==> src/rtl/locked_ckt_query_sched_if.sv <==
// Query/response bundle between the requesters, the locked circuit pair and the consumer.
// slave is the scheduler side and master is the environment side.
interface locked_ckt_query_sched_if #(
  parameter int PI_W  = 36,
  parameter int KEY_W = 32,
  parameter int PO_W  = 7,
  parameter int CNT_W = 16
);
  logic             req0_valid;
  logic             req0_ready;
  logic [PI_W-1:0]  req0_pi;
  logic [KEY_W-1:0] req0_key;
  logic             req1_valid;
  logic             req1_ready;
  logic [PI_W-1:0]  req1_pi;
  logic [KEY_W-1:0] req1_key;
  logic [PI_W-1:0]  ckt_pi;
  logic [KEY_W-1:0] ckt_key;
  logic [PO_W-1:0]  ckt_po;
  logic [PO_W-1:0]  orc_po;
  logic             rsp_valid;
  logic             rsp_ready;
  logic             rsp_id;
  logic [PO_W-1:0]  rsp_po;
  logic [PO_W-1:0]  rsp_orc_po;
  logic             rsp_mismatch;
  logic             busy;
  logic [CNT_W-1:0] query_cnt;
  logic [CNT_W-1:0] mismatch_cnt;

  modport slave (
    input  req0_valid, req0_pi, req0_key, req1_valid, req1_pi, req1_key,
           ckt_po, orc_po, rsp_ready,
    output req0_ready, req1_ready, ckt_pi, ckt_key, rsp_valid, rsp_id, rsp_po,
           rsp_orc_po, rsp_mismatch, busy, query_cnt, mismatch_cnt
  );

  modport master (
    output req0_valid, req0_pi, req0_key, req1_valid, req1_pi, req1_key,
           ckt_po, orc_po, rsp_ready,
    input  req0_ready, req1_ready, ckt_pi, ckt_key, rsp_valid, rsp_id, rsp_po,
           rsp_orc_po, rsp_mismatch, busy, query_cnt, mismatch_cnt
  );
endinterface

==> src/rtl/locked_ckt_query_sched.sv <==
// Round-robin query scheduler for a key-locked circuit and its oracle: drive, settle,
// capture both output vectors, and return them over a valid/ready response channel.
module locked_ckt_query_sched #(
  parameter int PI_W   = 36,
  parameter int KEY_W  = 32,
  parameter int PO_W   = 7,
  parameter int SETTLE = 2,
  parameter int CNT_W  = 16
) (
  input logic clk,
  input logic rst,
  locked_ckt_query_sched_if.slave bus
);
  typedef enum logic [1:0] {IDLE, DRIVE, RESP} state_t;

  typedef struct packed {
    logic            id;
    logic [PO_W-1:0] po;
    logic [PO_W-1:0] orc_po;
    logic            mismatch;
  } rsp_t;

  localparam logic [7:0]       SETTLE_LD = 8'(SETTLE - 1);
  localparam logic [CNT_W-1:0] CNT_ONE   = CNT_W'(1);

  state_t                state, nstate;
  logic [1:0]            vld;
  logic [1:0][PI_W-1:0]  pi_in;
  logic [1:0][KEY_W-1:0] key_in;
  logic                  grant, last_grant, accept, hshk;
  logic [7:0]            settle_cnt;
  logic [PI_W-1:0]       pi_q;
  logic [KEY_W-1:0]      key_q;
  rsp_t                  rsp_q;
  logic [CNT_W-1:0]      query_cnt_q, mismatch_cnt_q;

  assign vld    = {bus.req1_valid, bus.req0_valid};
  assign pi_in  = {bus.req1_pi, bus.req0_pi};
  assign key_in = {bus.req1_key, bus.req0_key};
  // Contention goes to whoever did not win last; a lone requester always wins.
  assign grant  = (&vld) ? ~last_grant : vld[1];

  always_ff @(posedge clk) begin
    if (rst) state <= IDLE;
    else     state <= nstate;
  end

  always_comb begin
    nstate = state;
    case (state)
      IDLE:    if (|vld) nstate = DRIVE;
      DRIVE:   if (settle_cnt == '0) nstate = RESP;
      RESP:    if (bus.rsp_ready) nstate = IDLE;
      default: nstate = IDLE;
    endcase
  end

  always_comb begin
    accept         = 1'b0;
    hshk           = 1'b0;
    bus.req0_ready = 1'b0;
    bus.req1_ready = 1'b0;
    bus.rsp_valid  = 1'b0;
    bus.busy       = 1'b0;
    case (state)
      IDLE: begin
        accept         = |vld;
        bus.req0_ready = vld[0] & ~grant;
        bus.req1_ready = grant;
      end
      DRIVE: bus.busy = 1'b1;
      RESP: begin
        bus.busy      = 1'b1;
        bus.rsp_valid = 1'b1;
        hshk          = bus.rsp_ready;
      end
      default: ;
    endcase
  end

  always_ff @(posedge clk) begin
    if (rst) begin
      last_grant     <= 1'b1;
      settle_cnt     <= '0;
      pi_q           <= '0;
      key_q          <= '0;
      rsp_q          <= '0;
      query_cnt_q    <= '0;
      mismatch_cnt_q <= '0;
    end else begin
      if (accept) begin
        pi_q       <= pi_in[grant];
        key_q      <= key_in[grant];
        rsp_q.id   <= grant;
        last_grant <= grant;
        settle_cnt <= SETTLE_LD;
      end else if (state == DRIVE) begin
        // Capture on the last settle cycle; rsp_q then holds through backpressure.
        if (settle_cnt == '0) begin
          rsp_q.po       <= bus.ckt_po;
          rsp_q.orc_po   <= bus.orc_po;
          rsp_q.mismatch <= (bus.ckt_po != bus.orc_po);
        end else begin
          settle_cnt <= settle_cnt - 8'd1;
        end
      end
      if (hshk) begin
        if (query_cnt_q != '1) query_cnt_q <= query_cnt_q + CNT_ONE;
        if (rsp_q.mismatch && (mismatch_cnt_q != '1))
          mismatch_cnt_q <= mismatch_cnt_q + CNT_ONE;
      end
    end
  end

  assign bus.ckt_pi       = pi_q;
  assign bus.ckt_key      = key_q;
  assign bus.rsp_id       = rsp_q.id;
  assign bus.rsp_po       = rsp_q.po;
  assign bus.rsp_orc_po   = rsp_q.orc_po;
  assign bus.rsp_mismatch = rsp_q.mismatch;
  assign bus.query_cnt    = query_cnt_q;
  assign bus.mismatch_cnt = mismatch_cnt_q;
endmodule

==> src/flat_wrapper.sv <==
// flat-port wrapper written by rule: the top's interface ports become plain ports
module locked_ckt_query_sched_flat 
#(
  parameter int PI_W   = 36,
  parameter int KEY_W  = 32,
  parameter int PO_W   = 7,
  parameter int SETTLE = 2,
  parameter int CNT_W  = 16
)
  (clk, rst, bus_req0_valid, bus_req0_pi, bus_req0_key, bus_req1_valid, bus_req1_pi, bus_req1_key, bus_ckt_po, bus_orc_po, bus_rsp_ready, bus_req0_ready, bus_req1_ready, bus_ckt_pi, bus_ckt_key, bus_rsp_valid, bus_rsp_id, bus_rsp_po, bus_rsp_orc_po, bus_rsp_mismatch, bus_busy, bus_query_cnt, bus_mismatch_cnt);
  locked_ckt_query_sched_if #(.PI_W(PI_W), .KEY_W(KEY_W), .PO_W(PO_W), .CNT_W(CNT_W)) bus_i ();
  input logic clk;
  input logic rst;
  input wire logic [$bits(bus_i.req0_valid)-1:0] bus_req0_valid;
  input wire logic [$bits(bus_i.req0_pi)-1:0] bus_req0_pi;
  input wire logic [$bits(bus_i.req0_key)-1:0] bus_req0_key;
  input wire logic [$bits(bus_i.req1_valid)-1:0] bus_req1_valid;
  input wire logic [$bits(bus_i.req1_pi)-1:0] bus_req1_pi;
  input wire logic [$bits(bus_i.req1_key)-1:0] bus_req1_key;
  input wire logic [$bits(bus_i.ckt_po)-1:0] bus_ckt_po;
  input wire logic [$bits(bus_i.orc_po)-1:0] bus_orc_po;
  input wire logic [$bits(bus_i.rsp_ready)-1:0] bus_rsp_ready;
  output wire logic [$bits(bus_i.req0_ready)-1:0] bus_req0_ready;
  output wire logic [$bits(bus_i.req1_ready)-1:0] bus_req1_ready;
  output wire logic [$bits(bus_i.ckt_pi)-1:0] bus_ckt_pi;
  output wire logic [$bits(bus_i.ckt_key)-1:0] bus_ckt_key;
  output wire logic [$bits(bus_i.rsp_valid)-1:0] bus_rsp_valid;
  output wire logic [$bits(bus_i.rsp_id)-1:0] bus_rsp_id;
  output wire logic [$bits(bus_i.rsp_po)-1:0] bus_rsp_po;
  output wire logic [$bits(bus_i.rsp_orc_po)-1:0] bus_rsp_orc_po;
  output wire logic [$bits(bus_i.rsp_mismatch)-1:0] bus_rsp_mismatch;
  output wire logic [$bits(bus_i.busy)-1:0] bus_busy;
  output wire logic [$bits(bus_i.query_cnt)-1:0] bus_query_cnt;
  output wire logic [$bits(bus_i.mismatch_cnt)-1:0] bus_mismatch_cnt;
  assign bus_i.req0_valid = bus_req0_valid;
  assign bus_i.req0_pi = bus_req0_pi;
  assign bus_i.req0_key = bus_req0_key;
  assign bus_i.req1_valid = bus_req1_valid;
  assign bus_i.req1_pi = bus_req1_pi;
  assign bus_i.req1_key = bus_req1_key;
  assign bus_i.ckt_po = bus_ckt_po;
  assign bus_i.orc_po = bus_orc_po;
  assign bus_i.rsp_ready = bus_rsp_ready;
  assign bus_req0_ready = bus_i.req0_ready;
  assign bus_req1_ready = bus_i.req1_ready;
  assign bus_ckt_pi = bus_i.ckt_pi;
  assign bus_ckt_key = bus_i.ckt_key;
  assign bus_rsp_valid = bus_i.rsp_valid;
  assign bus_rsp_id = bus_i.rsp_id;
  assign bus_rsp_po = bus_i.rsp_po;
  assign bus_rsp_orc_po = bus_i.rsp_orc_po;
  assign bus_rsp_mismatch = bus_i.rsp_mismatch;
  assign bus_busy = bus_i.busy;
  assign bus_query_cnt = bus_i.query_cnt;
  assign bus_mismatch_cnt = bus_i.mismatch_cnt;
  locked_ckt_query_sched #(.PI_W(PI_W), .KEY_W(KEY_W), .PO_W(PO_W), .SETTLE(SETTLE), .CNT_W(CNT_W)) u_core (.clk(clk), .rst(rst), .bus(bus_i));
endmodule
==> config.mk <==
export PLATFORM = sky130hd
export DESIGN_NAME = locked_ckt_query_sched_flat
export DESIGN_NICKNAME = d
export VERILOG_FILES = /design/src/rtl/locked_ckt_query_sched_if.sv /design/src/rtl/locked_ckt_query_sched.sv /design/src/flat_wrapper.sv
export SDC_FILE = /design/constraint.sdc
export NUM_CORES = 1
export LEC_CHECK = 0
export CAP_MARGIN = 5
export CORE_AREA = 2 2 129 131
export CTS_CLUSTER_DIAMETER = 60
export DETAILED_ROUTE_END_ITERATION = 6
export DIE_AREA = 0 0 131 133
export PLACE_DENSITY = 0.83
export RECOVER_POWER = 25
export REMOVE_ABC_BUFFERS = 1
export SLEW_MARGIN = 10
export SYNTH_ARGS = -nofsm -noshare
export SYNTH_HDL_FRONTEND = slang
export SYNTH_SLANG_ARGS = --single-unit
==> constraint.sdc <==
create_clock -name clk -period 1.7 [get_ports clk]
set_clock_uncertainty 0.15 [all_clocks]
set_input_delay 0.425 -clock clk [delete_from_list [all_inputs] [get_ports clk]]
set_output_delay 0.425 -clock clk [all_outputs]
set_load 0.03 [all_outputs]
### Word level (Yosys, flattened, before mapping)

Cells that the tools add are included.
Widths: inputs -> output; s select.

| storage, ports and cells | value |
|---|---|
| register bits | 127 |
| output and inout port bits | 120 |
| word-level logic and storage cells | 62 |

| operators by class | value |
|---|---|
| add/sub/neg operators | 3 |
| $lt $le $gt $ge | 1 |
| equal/unequal tests | 9 |
| multiplexer cells | 18 |
| bitwise gates (word level) | 5 |
| reduce and logical (&&, ||, !) cells | 14 |

Operators with widths:

| cell | number |
|---|---|
| $mux 36 | 2 |
| $mux 32 | 2 |
| $add 16x1->16 const B | 2 |
| $ne 16x16->1 const B | 2 |
| $mux 1 | 10 |
| $reduce_and 2->1 | 5 |
| $logic_not 8->1 | 1 |
| $sub 8x1->8 const B | 1 |
| $ne 7x7->1 | 1 |
| $mux 2 | 3 |
| $pmux 2 s3 | 1 |
| $reduce_and 3->1 | 2 |
| $reduce_or 2->1 | 3 |
| $ne 2x1->1 const B | 2 |
| $ne 2x2->1 const B | 2 |
| $not 1->1 | 4 |
| $eq 2x1->1 const B | 1 |
| $eq 2x2->1 const B | 1 |
| $logic_not 2->1 | 1 |
| $lt 1x2->1 const B | 1 |
| $reduce_bool 2->1 | 1 |
| $and 1x1->1 | 1 |
| $logic_and 1x1->1 | 1 |

### Longest topological paths before layout

| logic depth | value |
|---|---|
| depth in word-level cells | 5 |
| mapped depth | 7 |
| mapped depth without buffers | 6 |

### Least setup slack after synthesis

No wires, ideal clock.

| timing path | value |
|---|---|
| kind | register -> register |
| start | register u_core.state[0] |
| end | register u_core.mismatch_cnt_q[11], in the netlist u_core.bus.mismatch_cnt[11] |
| arrival | 1892 ps |
| required time | 1480 ps |
| slack | -413 ps |
| stages on the path, launching flop included | 8 |
| period minus slack after synthesis | 2113 ps |
| cells stage by stage | dfxtp_1 -> inv_1 -> ha_1 -> and3_1 -> buf_4 -> nand4_4 -> or4_1 -> a21oi_1 |

| between the ends | value |
|---|---|
| cells in the longest elaborated chain, start to end | 3 |

Ends and longest elaborated chain:

| what | line | RTL |
|---|---|---|
| from (decl) | locked_ckt_query_sched.sv:26 | `state_t state, nstate;` |
| from (signal assigned) | locked_ckt_query_sched.sv:45 | `else state <= nstate;` |
| $eq 2x2->1 | locked_ckt_query_sched.sv:65 | `case (state)` |
| $mux 1 | locked_ckt_query_sched.sv:65 |  |
| $reduce_and 2->1 (no line) | - |  |
| to (signal assigned) | locked_ckt_query_sched.sv:110 | `mismatch_cnt_q <= mismatch_cnt_q + CNT_ONE;` |
| to (decl) | locked_ckt_query_sched.sv:35 | `logic [CNT_W-1:0] query_cnt_q, mismatch_cnt_q;` |

Every way passes these cells.
A chain may end at the register's enable or synchronous reset.

### Worst setup path after layout

| timing path | value |
|---|---|
| start | register u_core.state[1] |
| end | output port bus_req1_ready |

| between the ends | value |
|---|---|
| cells in the longest elaborated chain, start to end | 2 |

Ends and longest elaborated chain:

| what | line | RTL |
|---|---|---|
| $logic_not 2->1 | locked_ckt_query_sched.sv:65 |  |
| $mux 1 | locked_ckt_query_sched.sv:65 |  |
| to (decl) | flat_wrapper.sv:24 | `output wire logic [$bits(bus_i.req1_ready)-1:0] bus_req1_ready;` |

Every way passes these cells.

==> results.txt <==
----------------------------------------------------
[Global routing]
  Largest net degree at the start of global routing ... between 50 and 60
  Number of global-route vias before repair ... 6545
  Grt met2 use ... 0.4364
  Met3 Use GR ... 0.07723
  First-pass GRT wire length ... 33940 microns
  Met1 global-route usage ... 0.2863
  GRT Total Usage ... 0.2517
  Antenna violations before repair ... 4
  Most Used Layer, Global Route ... met2
  Total congestion overflow after global routing ... 0

[Clock tree]
  Clock input transition at the sequential cells of the worst setup and hold paths ... about 0.06 ns
  Clock buffers created by TritonCTS ... 17
  Root cell of the clock tree ... clkbuf_16
  Number of hold buffers added after cts ... 0
  Largest buffer count on any clock path ... 2
  Number of sinks on the clock net ... 127
  Number of H-tree branching levels ... 4
  CTS tree ... built
  Worst-skew pair later-pin latency ... 0.41 ns

[Floorplan]
  Standard cell core area ... 16170 sq um
  Initial standard-cell utilization of the core ... 0.3612
  Total die area ... roughly 17000 sq um
  # IOs ... 275
  Y dimension of the die ... around 130 microns
  Chip width ... 131 microns
  Total number of placement rows ... 47

[Finish]
  Proportion of layout cells with a drive suffix above 1 ... 0.3925
  Most used cells in the layout excluding fill and tap cells ... 151 x clkdlybuf4s50_1, 107 x dfxtp_1, 97 x buf_4
  Most common cell after layout, fill and taps aside ... clkdlybuf4s50_1
  Cell area after layout ... ~11000 sq um
  Synth-to-layout area growth ... 90.57%
  Number of nets at the end of the flow ... around 1.2k

[Synthesis]
  Area fraction of the dominant cell type after synthesis ... 0.4353
  Number of enable flip-flop cells after synthesis ... 0
  Total number of yosys warnings ... 0
  Cell types with the largest area share after synthesis ... dfxtp_1 44%, mux2i_1 15%, a211oi_1 9.5%
  Count of different cell masters after synthesis ... 54
  Netlist area before placement ... 5841 sq um
  Share of flip-flops with an asynchronous set or reset ... 0
  Mean instance size in the synthesized netlist ... 9.390 sq um
  Largest area contributor in the synthesized netlist ... dfxtp_1
  Proportion of synthesized chip area in sequential cells ... 0.4353
  Cells after Synth ... 622
  Count of state elements after synthesis ... 127
  Top_reg_cell synth ... dfxtp_1

[Power and ir drop]
  Power density over the cells ... 1455 nW/um^2
  Worst vdd rail ir drop ... 0.9491 mV
  Post-layout total power ... 16.20 mW
  Leakage power ... approximately 4.4 nW

[STA]
  Worst max-slew margin expressed relative to the limit ... 0.7054
  Share of the clock period used by the worst path ... 1.135
  Setup violations, final ... 110
  Max-slew violation count ... 0
  Final critical delay including setup and external delays ... 1.930 ns
  Total count of hold-check failures in the final report ... 0
  Transition time at the pin with the least slew margin ... 0.4419 ns
  Tightest hold margin ... 0.2764 ns
  Unrepaired setup endpoints after global routing ... yes
  Highest clock frequency the design can meet ... 0.5182 GHz
  Worst setup margin ... -0.2299 ns

[Drt]
  Post-Route WL ... 23560 microns
  DR vias/cell ... 5.264
  Antenna-violating nets left ... 0
  Drt drc ... 0
  Pre-antenna DRT Iters ... 5
  Initial DRC count ... 318
  Routed length per placed instance ... 19.11 microns
  Routed via count ... 6490

[Critical path]
  Arr. time, crit path ... 1.35 ns
  Cell at the slowest stage of the critical path ... dfxtp_2
  Endpoint required time on the critical path ... around 1.1 ns
  CP Cell Sequence ... inv_2, ha_4, buf_6, and2_4, buf_6
  Setup CP Type ... flip-flop to output port
  Setup crit start kind ... flip-flop
  Largest delay share family, worst path ... flip-flops
  Number of buffer and inverter stages on the critical path ... 3
  Capturing element type of the critical path ... output port
  Slowest Stage Delay on Critical Path ... 0.35 ns
  Cell seen most often among critical-path stages ... buf_6
  Largest fanout of any net on the critical path ... 3

[Place]
  Placer congestion estimate ... 0.8642
  DP Area ... 9507 sq um
  HPWL reported at the end of detailed placement ... 14580 microns
  I/O Buffers ... ~270

[Run status]
  Violated checks ... negative setup slack
  Result of the run ... complete, but fails checks

[Min path]
  Path category of the worst min-delay check ... input pin to flip-flop

[Job]
  Max-cap check violation count ... 0

----------------------------------------------------
-- synthesized netlist by cell type, drive strengths merged, types with 7 or more instances --
master	instances
dfxtp	127
nor2	108
mux2i	86
a211oi	74
a21oi	24
buf	22
clkbuf	19
nand2	14
nand4	13
o21ai	13
nand3	11
or3	11
xor2	10
nor3	9
ha	7
o31ai	7
-- worst reg2reg max path: cells and delay by family, from the launching register on --
family / cells / cell delay (ns)
AO/OA/AOI/OAI: 2 / 0.30
buffers and inverters: 2 / 0.24
AND/OR/NAND/NOR: 2 / 0.56
flip-flops: 1 / 0.32
adder cells (fa/ha/maj): 1 / 0.23
-- registers in the layout (all words and copies together) (netlist names), 2 cells and up --
name	flops
u_core.bus.rsp_po	7
u_core.bus.query_cnt	16
u_core.settle_cnt	8
u_core.state	2
u_core.bus.ckt_pi	36
u_core.bus.mismatch_cnt	16
u_core.bus.rsp_orc_po	7
u_core.bus.ckt_key	32
-- routing by layer --
metal  wire length, microns  part of all wire
met1                   8913              0.38
met2                  12270              0.52
met3                   1762             0.075
met4                    617             0.026
met5                      0                 0
-- final timing paths --
kind                              start                       end  slack (ns)  depth (start not counted)
setup / recovery        u_core.state[1]            bus_req1_ready       -0.23                          5
setup reg to reg        u_core.state[0]  u_core.bus.query_cnt[10]       -0.17                          7
hold reg to reg   u_core.bus.ckt_pi[17]     u_core.bus.ckt_pi[17]        0.35                          2
hold / removal                      rst      u_core.bus.rsp_po[1]        0.28                          2
-- final cells by class --
type	count	area [sq um]
Multi-Input combinational cell	448	3626
Timing Repair Buffer	396	4024
Antenna cell	4	10.01
Clock buffer	18	429.2
Sequential cell	127	2575
Inverter	6	22.52
Fill cell	1149	5041
Clock inverter	14	168.9
Tap cell	220	275.3
-- repair_timing --
action	4_1_cts	5_1_grt
pin swaps	20	47
setup endpoints to repair	224	137
resized for setup	395	99
cloned	8	6
setup buffers	14	10
-- power breakdown --
part	internal (mW)	total [mW]	switching, mW
sequential	3.68	4.14	0.461
clock	2.30	3.73	1.43
combinational	3.94	8.33	4.40
total	9.92	16.2	6.29
-- stage by stage --
stage | instances | setup WS [ns] | util | setup TNS [ns]
after floorplan | 581 | -8.002 | - | -517.19
after detailed placement | 1162 | -0.5393 | 0.5879 | -57.69
after CTS | 1216 | -0.2753 | 0.6683 | -7.249
final | 1233 | -0.2299 | 0.6883 | -7.490
after global placement | 1162 | -0.4987 | 0.5879 | -52.02
after global routing | 1233 | -0.2733 | 0.6883 | -14.74
-- logic make-up (layout without fill, tap and decap cells) --
family / after synthesis / in the layout / share of synthesized area
AO/OA/AOI/OAI: 136 / 136 / 0.1632
XOR/XNOR: 15 / 15 / 0.02249
adder cells (fa/ha/maj): 7 / 7 / 0.01500
buffers and inverters: 47 / 434 / 0.03406
flip-flops: 127 / 127 / 0.4353
multiplexers: 88 / 88 / 0.1512
other: 0 / 4 / 0
AND/OR/NAND/NOR: 202 / 202 / 0.1787
No activity file was read; power rests on OpenSTA's default activity.
